`src/rtl/msdf_mul_seq.sv`:
```
`default_nettype none
// ============================================================================
//  Module      : msdf_mul_seq
//  Description : Request/response sequencer around a serial MSD-first online
//                multiplier. Latches an operand pair, loads Y, pulses start,
//                streams the X digits MSD first, collects N result digits
//                (with a drain timeout) and presents them as a parallel word.
//  Revision    : 1.0 - initial release
// ============================================================================
//  Radix-2 signed digit encoding: 2'b00 = 0, 2'b01 = +1, 2'b11 = -1.
// ============================================================================
module msdf_mul_seq #(
  parameter int N     = 8,
  parameter int DELTA = 4,
  parameter int TMO   = 16
) (
  input  logic           clk,
  input  logic           rst,
  input  logic           req_valid,
  output logic           req_ready,
  input  logic [2*N-1:0] x_vec,
  input  logic [N:0]     y_in,
  output logic [N:0]     mul_y,
  output logic           mul_load_y,
  output logic           mul_start,
  output logic [1:0]     mul_xdigit,
  input  logic [1:0]     mul_z,
  input  logic           mul_z_ready,
  output logic           res_valid,
  input  logic           res_ready,
  output logic [2*N-1:0] z_vec,
  output logic           res_err,
  output logic           busy
);

  localparam logic [1:0] R2_ZERO = 2'b00;

  // Counters must reach the last FEED index and the last DRAIN index without wrapping.
  localparam int FEED_LAST = N + DELTA;
  localparam int CNT_MAX   = (FEED_LAST + 1 > TMO) ? (FEED_LAST + 1) : TMO;
  localparam int CW        = $clog2(CNT_MAX + 1);

  localparam logic [CW-1:0] C_ONE       = CW'(1);
  localparam logic [CW-1:0] C_FEED_LAST = CW'(FEED_LAST);
  localparam logic [CW-1:0] C_TMO_LAST  = CW'(TMO - 1);
  localparam logic [CW-1:0] C_N         = CW'(N);
  localparam logic [CW-1:0] C_N_M1      = CW'(N - 1);

  typedef enum logic [2:0] {
    S_IDLE  = 3'd0,
    S_LOAD  = 3'd1,
    S_START = 3'd2,
    S_FEED  = 3'd3,
    S_DRAIN = 3'd4,
    S_DONE  = 3'd5
  } state_t;

  state_t         state_q;
  logic [2*N-1:0] x_q;
  logic [N:0]     y_q;
  logic [2*N-1:0] z_q;
  logic [CW-1:0]  cnt_q;     // feed_cnt in FEED, drain cycle count in DRAIN
  logic [CW-1:0]  z_cnt_q;   // number of result digits collected
  logic           err_q;
  logic           load_y_q;
  logic           start_q;
  logic [1:0]     xdig_q;
  logic           valid_q;
  logic           busy_q;

  logic [CW-1:0]  cnt_next_d;
  logic [1:0]     next_dig_d;
  logic [2*N-1:0] z_d;
  logic           take_d;
  logic           last_d;

  assign cnt_next_d = cnt_q + C_ONE;

  // A result digit is accepted only while the multiplier is running and the buffer has room.
  assign take_d = mul_z_ready && (z_cnt_q < C_N) &&
                  ((state_q == S_FEED) || (state_q == S_DRAIN));
  assign last_d = take_d && (z_cnt_q == C_N_M1);

  // Select the X digit for the next FEED cycle; indices at or beyond N feed zeros.
  always_comb begin
    next_dig_d = R2_ZERO;
    for (int k = 0; k < N; k++) begin
      if (cnt_next_d == CW'(k)) next_dig_d = x_q[2*k +: 2];
    end
  end

  // Write an accepted result digit into its slot of the result buffer.
  always_comb begin
    z_d = z_q;
    for (int k = 0; k < N; k++) begin
      if (take_d && (z_cnt_q == CW'(k))) z_d[2*k +: 2] = mul_z;
    end
  end

  // Sequencer FSM with registered multiplier and result-side outputs.
  always_ff @(posedge clk or posedge rst) begin
    if (rst) begin
      state_q  <= S_IDLE;
      x_q      <= '0;
      y_q      <= '0;
      z_q      <= '0;
      cnt_q    <= '0;
      z_cnt_q  <= '0;
      err_q    <= 1'b0;
      load_y_q <= 1'b0;
      start_q  <= 1'b0;
      xdig_q   <= R2_ZERO;
      valid_q  <= 1'b0;
      busy_q   <= 1'b0;
    end else begin
      case (state_q)
        S_IDLE: begin
          if (req_valid) begin
            x_q      <= x_vec;
            y_q      <= y_in;
            load_y_q <= 1'b1;
            busy_q   <= 1'b1;
            state_q  <= S_LOAD;
          end
        end
        S_LOAD: begin
          load_y_q <= 1'b0;
          start_q  <= 1'b1;
          z_q      <= '0;
          z_cnt_q  <= '0;
          cnt_q    <= '0;
          err_q    <= 1'b0;
          state_q  <= S_START;
        end
        S_START: begin
          start_q <= 1'b0;
          xdig_q  <= x_q[1:0];
          cnt_q   <= '0;
          state_q <= S_FEED;
        end
        S_FEED: begin
          z_q <= z_d;
          if (take_d) z_cnt_q <= z_cnt_q + C_ONE;
          if (last_d) begin
            xdig_q  <= R2_ZERO;
            valid_q <= 1'b1;
            state_q <= S_DONE;
          end else if (cnt_q == C_FEED_LAST) begin
            xdig_q  <= R2_ZERO;
            cnt_q   <= '0;
            state_q <= S_DRAIN;
          end else begin
            cnt_q  <= cnt_next_d;
            xdig_q <= next_dig_d;
          end
        end
        S_DRAIN: begin
          z_q <= z_d;
          if (take_d) z_cnt_q <= z_cnt_q + C_ONE;
          // The Nth digit wins over a timeout landing on the same cycle.
          if (last_d) begin
            valid_q <= 1'b1;
            state_q <= S_DONE;
          end else if (cnt_q == C_TMO_LAST) begin
            err_q   <= 1'b1;
            valid_q <= 1'b1;
            state_q <= S_DONE;
          end else begin
            cnt_q <= cnt_next_d;
          end
        end
        S_DONE: begin
          if (res_ready) begin
            valid_q <= 1'b0;
            busy_q  <= 1'b0;
            state_q <= S_IDLE;
          end
        end
        default: begin
          state_q <= S_IDLE;
        end
      endcase
    end
  end

  // Ready is masked by reset so it reads low for the whole reset assertion.
  assign req_ready  = (state_q == S_IDLE) && !rst;
  assign mul_y      = y_q;
  assign mul_load_y = load_y_q;
  assign mul_start  = start_q;
  assign mul_xdigit = xdig_q;
  assign res_valid  = valid_q;
  assign z_vec      = z_q;
  assign res_err    = err_q;
  assign busy       = busy_q;

endmodule
`default_nettype wire

```
`config.mk`:
```
export PLATFORM = sky130hd
export DESIGN_NAME = msdf_mul_seq
export DESIGN_NICKNAME = d
export VERILOG_FILES = /design/src/rtl/msdf_mul_seq.sv
export SDC_FILE = /design/constraint.sdc
export NUM_CORES = 1
export LEC_CHECK = 0
export ABC_AREA = 1
export CORE_ASPECT_RATIO = 0.9
export CORE_MARGIN = 10
export CORE_UTILIZATION = 51
export CTS_CLUSTER_DIAMETER = 100
export DETAILED_ROUTE_END_ITERATION = 7
export PLACE_DENSITY = 0.8
export SKIP_LAST_GASP = 1
export SYNTH_ARGS = -nofsm -noshare
export SYNTH_HDL_FRONTEND = slang
export SYNTH_SLANG_ARGS = --single-unit
```
`constraint.sdc`:
```
create_clock -name clk -period 2.5 [get_ports clk]
set_input_delay 0.625 -clock clk [delete_from_list [all_inputs] [get_ports clk]]
set_output_delay 0.625 -clock clk [all_outputs]
set_load 0.01 [all_outputs]
```
==> results.md <==
- Wire length per cell: 14.48 µm
- Synthesis-stage register bit count: 61
- Die H: 92.48 µm
- Synth area leaders: dfrtp_1, mux2_2, nand2_1
- Max Clock Skew: 0.007491 ns
- Sequential area share after synthesis: 51.28%
- Vias in the first global route: 2388
- Worst slew margin: 76.37%
- Number of synthesized flops with an enable pin: 0
- Unrepaired setup endpoints after global routing: true
- Endpoints failing hold: 0
- Syn avg cell area: 9.390 µm²
- Final ANT Viol Nets: 0
- Top Ports: 65
- Pleak: 1.839 nW
- Reg2reg start: cnt_q[0]
- Post-CTS Hold Fix Bufs: 0
- H-tree depth: 3
- Post-CTS Setup Bufs: 0
- Fin cells: 467
- Max-cap viol count: 0
- Dominant cell type by area after synthesis: dfrtp_1
- Primary FF master, synth: dfrtp_1
- Global-route usage over all layers: 14.92%
- DR DRC count: 0
- Peak VDD IR: 774.1 µV
- Top cell type's share of synthesized area: 51.28%
- Routed WL: 6761 µm
- Port-buffer cells: 64
- Worst hold path endpoint: z_cnt_q[4]
- Slew @ Worst Pin: 0.3536 ns
- Cells after Synth: 317
- CTS resizes: 0
- Final Cycle Share: 86.88%
- Count of final setup violators: 0
- Area of the core: 5660 µm²
- Mapped Nets: 360
- Via count: 2396
- Max Clock Freq: 460.4 MHz
- Placer congestion estimate: 0.8643
- Synthesized area: 2977 µm²
- Power density over the cells: 1295 nW/µm²
- CTS tree: done
- Final Max Slew Viols: 0
- DP Cell Count: 451
- Layout Utilization: 69.65%
- Drt first pass iters: 5
- Highest net fanout along the worst path: 6
- Data required, critical path: 2.76 ns
- NumNets Final: 435
- Worst Setup Path Type: flip-flop to flip-flop
- Root buffer cell: clkbuf_8
- Ant. Diodes: 0
- Setup crit end kind: flip-flop
- WHS Path Cells: 2
- Clock slew at reported path FFs: 0.07 ns
- DR iter-0 viols: 142
- Reg2reg path depth: 17
- Clock sinks: 61
- WP data arrival: 2.44 ns
- Vias/cell: 5.131
- Overflow after GRT: 0
- Share of layout cells above drive strength 1: 16.37%
- CTS Buf Count: 9
- Startpoint Class: flip-flop
- Async set-or-reset flop fraction in the synthesized netlist: 100.0%
- Largest net degree at the start of global routing: 62
- Initial Util: 52.59%
- Die ar.: 9297 µm²
- Hpwl dp: 5031 µm
- Reg2Reg Capture Point: mul_xdigit[0]
- HP Class: flip-flop to flip-flop
- Synth cell types: 35
- First-pass GRT wire length: 11330 µm
- CTS max path bufs: 2
- Outcome: finished, final reports clean
- Layout area overhead: 32.45%
- Die Wd: 100.5 µm
- Synth warn: 0
- Rows: 26
- Reg2reg setup slack: 0.33 ns
- Worst skew pair latency: 0.34 ns
- HP Start: z_cnt_q[4]
- Antenna violations before repair: 0
- Min Tclk post-route: 2.172 ns
-- power by group --
part           total [mW]  internal (mW)  switching, mW
Combinational        2.47           1.16           1.31
Sequential           1.73           1.45          0.278
Clock               0.906          0.496          0.411
Total                5.11           3.11           2.00
-- cell usage after synthesis (2+ instances only) --
cell	count
buf_2	2
inv_1	35
clkbuf_1	2
nor2_4	2
nand2_2	3
mux2_2	21
inv_2	4
a21oi_1	27
nand4_1	9
o22ai_1	3
o21ai_0	7
nand3_1	17
nor2_2	2
ha_1	11
nand2_1	47
o21ai_1	9
nor2_1	37
or2_0	2
dfrtp_1	61
-- per-layer routing --
metal / track usage [%] / part of all wire, % / vias up
met5: 0 / 0 / -
met4: 5.882 / 1.7 / 0
met2: 23.77 / 48 / 61
met1: 18.38 / 44 / 1125
li1: - / - / 1200
met3: 4.681 / 6.6 / 10
-- logic make-up after synthesis --
group | synth area share [%]
compound gates | 9.836
xor+xnor | 0.2943
fa+ha+maj | 4.624
buf+inv | 5.885
flops | 51.28
mux | 7.945
simple gates | 20.13
-- registers in the layout (all words and copies together), names as in the netlist --
| signal | count |
|---|---|
| z_cnt_q | 5 |
| mul_xdigit | 2 |
| res_err | 1 |
| x_q | 16 |
| cnt_q | 5 |
| mul_load_y | 1 |
| state_q | 3 |
| busy | 1 |
| z_vec | 16 |
| mul_y | 9 |
| mul_start | 1 |
| res_valid | 1 |
-- layout make-up --
type                            instances  area, µm²
Multi-Input combinational cell        211       1275
Inverter                               40      150.1
Clock buffer                           10      137.6
Timing Repair Buffer                   69      693.2
Clock inverter                          6      70.07
Fill cell                             464       1718
Tap cell                               70      87.58
Sequential cell                        61       1529
-- how the worst max path moves through the flow --
| stage | from | endpoint | slack [ns] | cells after the start |
|---|---|---|---|---|
| floorplan | rst | busy | 0.36 | 1 |
| global placement | rst | req_ready | 0.11 | 3 |
| detailed placement | rst | req_ready | 0.12 | 3 |
| CTS | state_q[0] | req_ready | 0.03 | 6 |
| global route | cnt_q[0] | mul_xdigit[0] | -0.02 | 17 |
| finish | cnt_q[0] | mul_xdigit[0] | 0.33 | 17 |
-- worst max-delay path, stage by stage, from the launching register on --
cell and delay, ns:
dfrtp_2 0.46, ha_1 0.24, nand2_1 0.07, nor2_1 0.04, ha_1 0.35, nand2_1 0.10
inv_1 0.08, nor2_1 0.09, nand4_1 0.09, nand2_1 0.07, nand2_1 0.05, nand2_1 0.05
nand2_1 0.04, nand2_1 0.06, nand2_1 0.05, nand2_1 0.08, nand2_1 0.06, a21oi_1 0.12
-- metrics by stage --
stage	total power, mW	hold WS, ns	instance area, µm²	worst slack [ns]	TNS (ns)
after detailed placement	4.219	0.4564	3730	0.1242	0
after global placement	4.131	0.4510	3730	0.1095	0
final	5.107	0.4716	3943	0.3281	0
after CTS	5.153	0.4743	3938	0.03469	0
after global routing	5.509	0.5040	3943	-0.02486	-0.02486
after floorplan	3.233	0.4361	2977	0.3620	0
-- placed cells by master, fill, tap and decap left out, drive strengths merged --
cell type | Yosys | routed
nor2 | 41 | 41
a21oi | 28 | 28
buf | 3 | 5
o21ai | 18 | 18
bufinv | 0 | 1
inv | 39 | 41
nand2 | 51 | 51
nand3 | 19 | 19
o221ai | 1 | 1
a32o | 1 | 1
ha | 11 | 11
dfrtp | 61 | 61
clkbuf | 2 | 10
or2 | 2 | 2
o22ai | 3 | 3
nor3b | 1 | 1
clkinv | 1 | 4
nand4 | 9 | 9
dlymetal6s2s | 0 | 1
and2 | 1 | 1
nand3b | 1 | 1
mux2 | 21 | 21
clkdlybuf4s50 | 0 | 63
a31oi | 1 | 1
xnor2 | 1 | 1
nor3 | 1 | 1
Note: power is estimated with default switching activity, not from simulation.
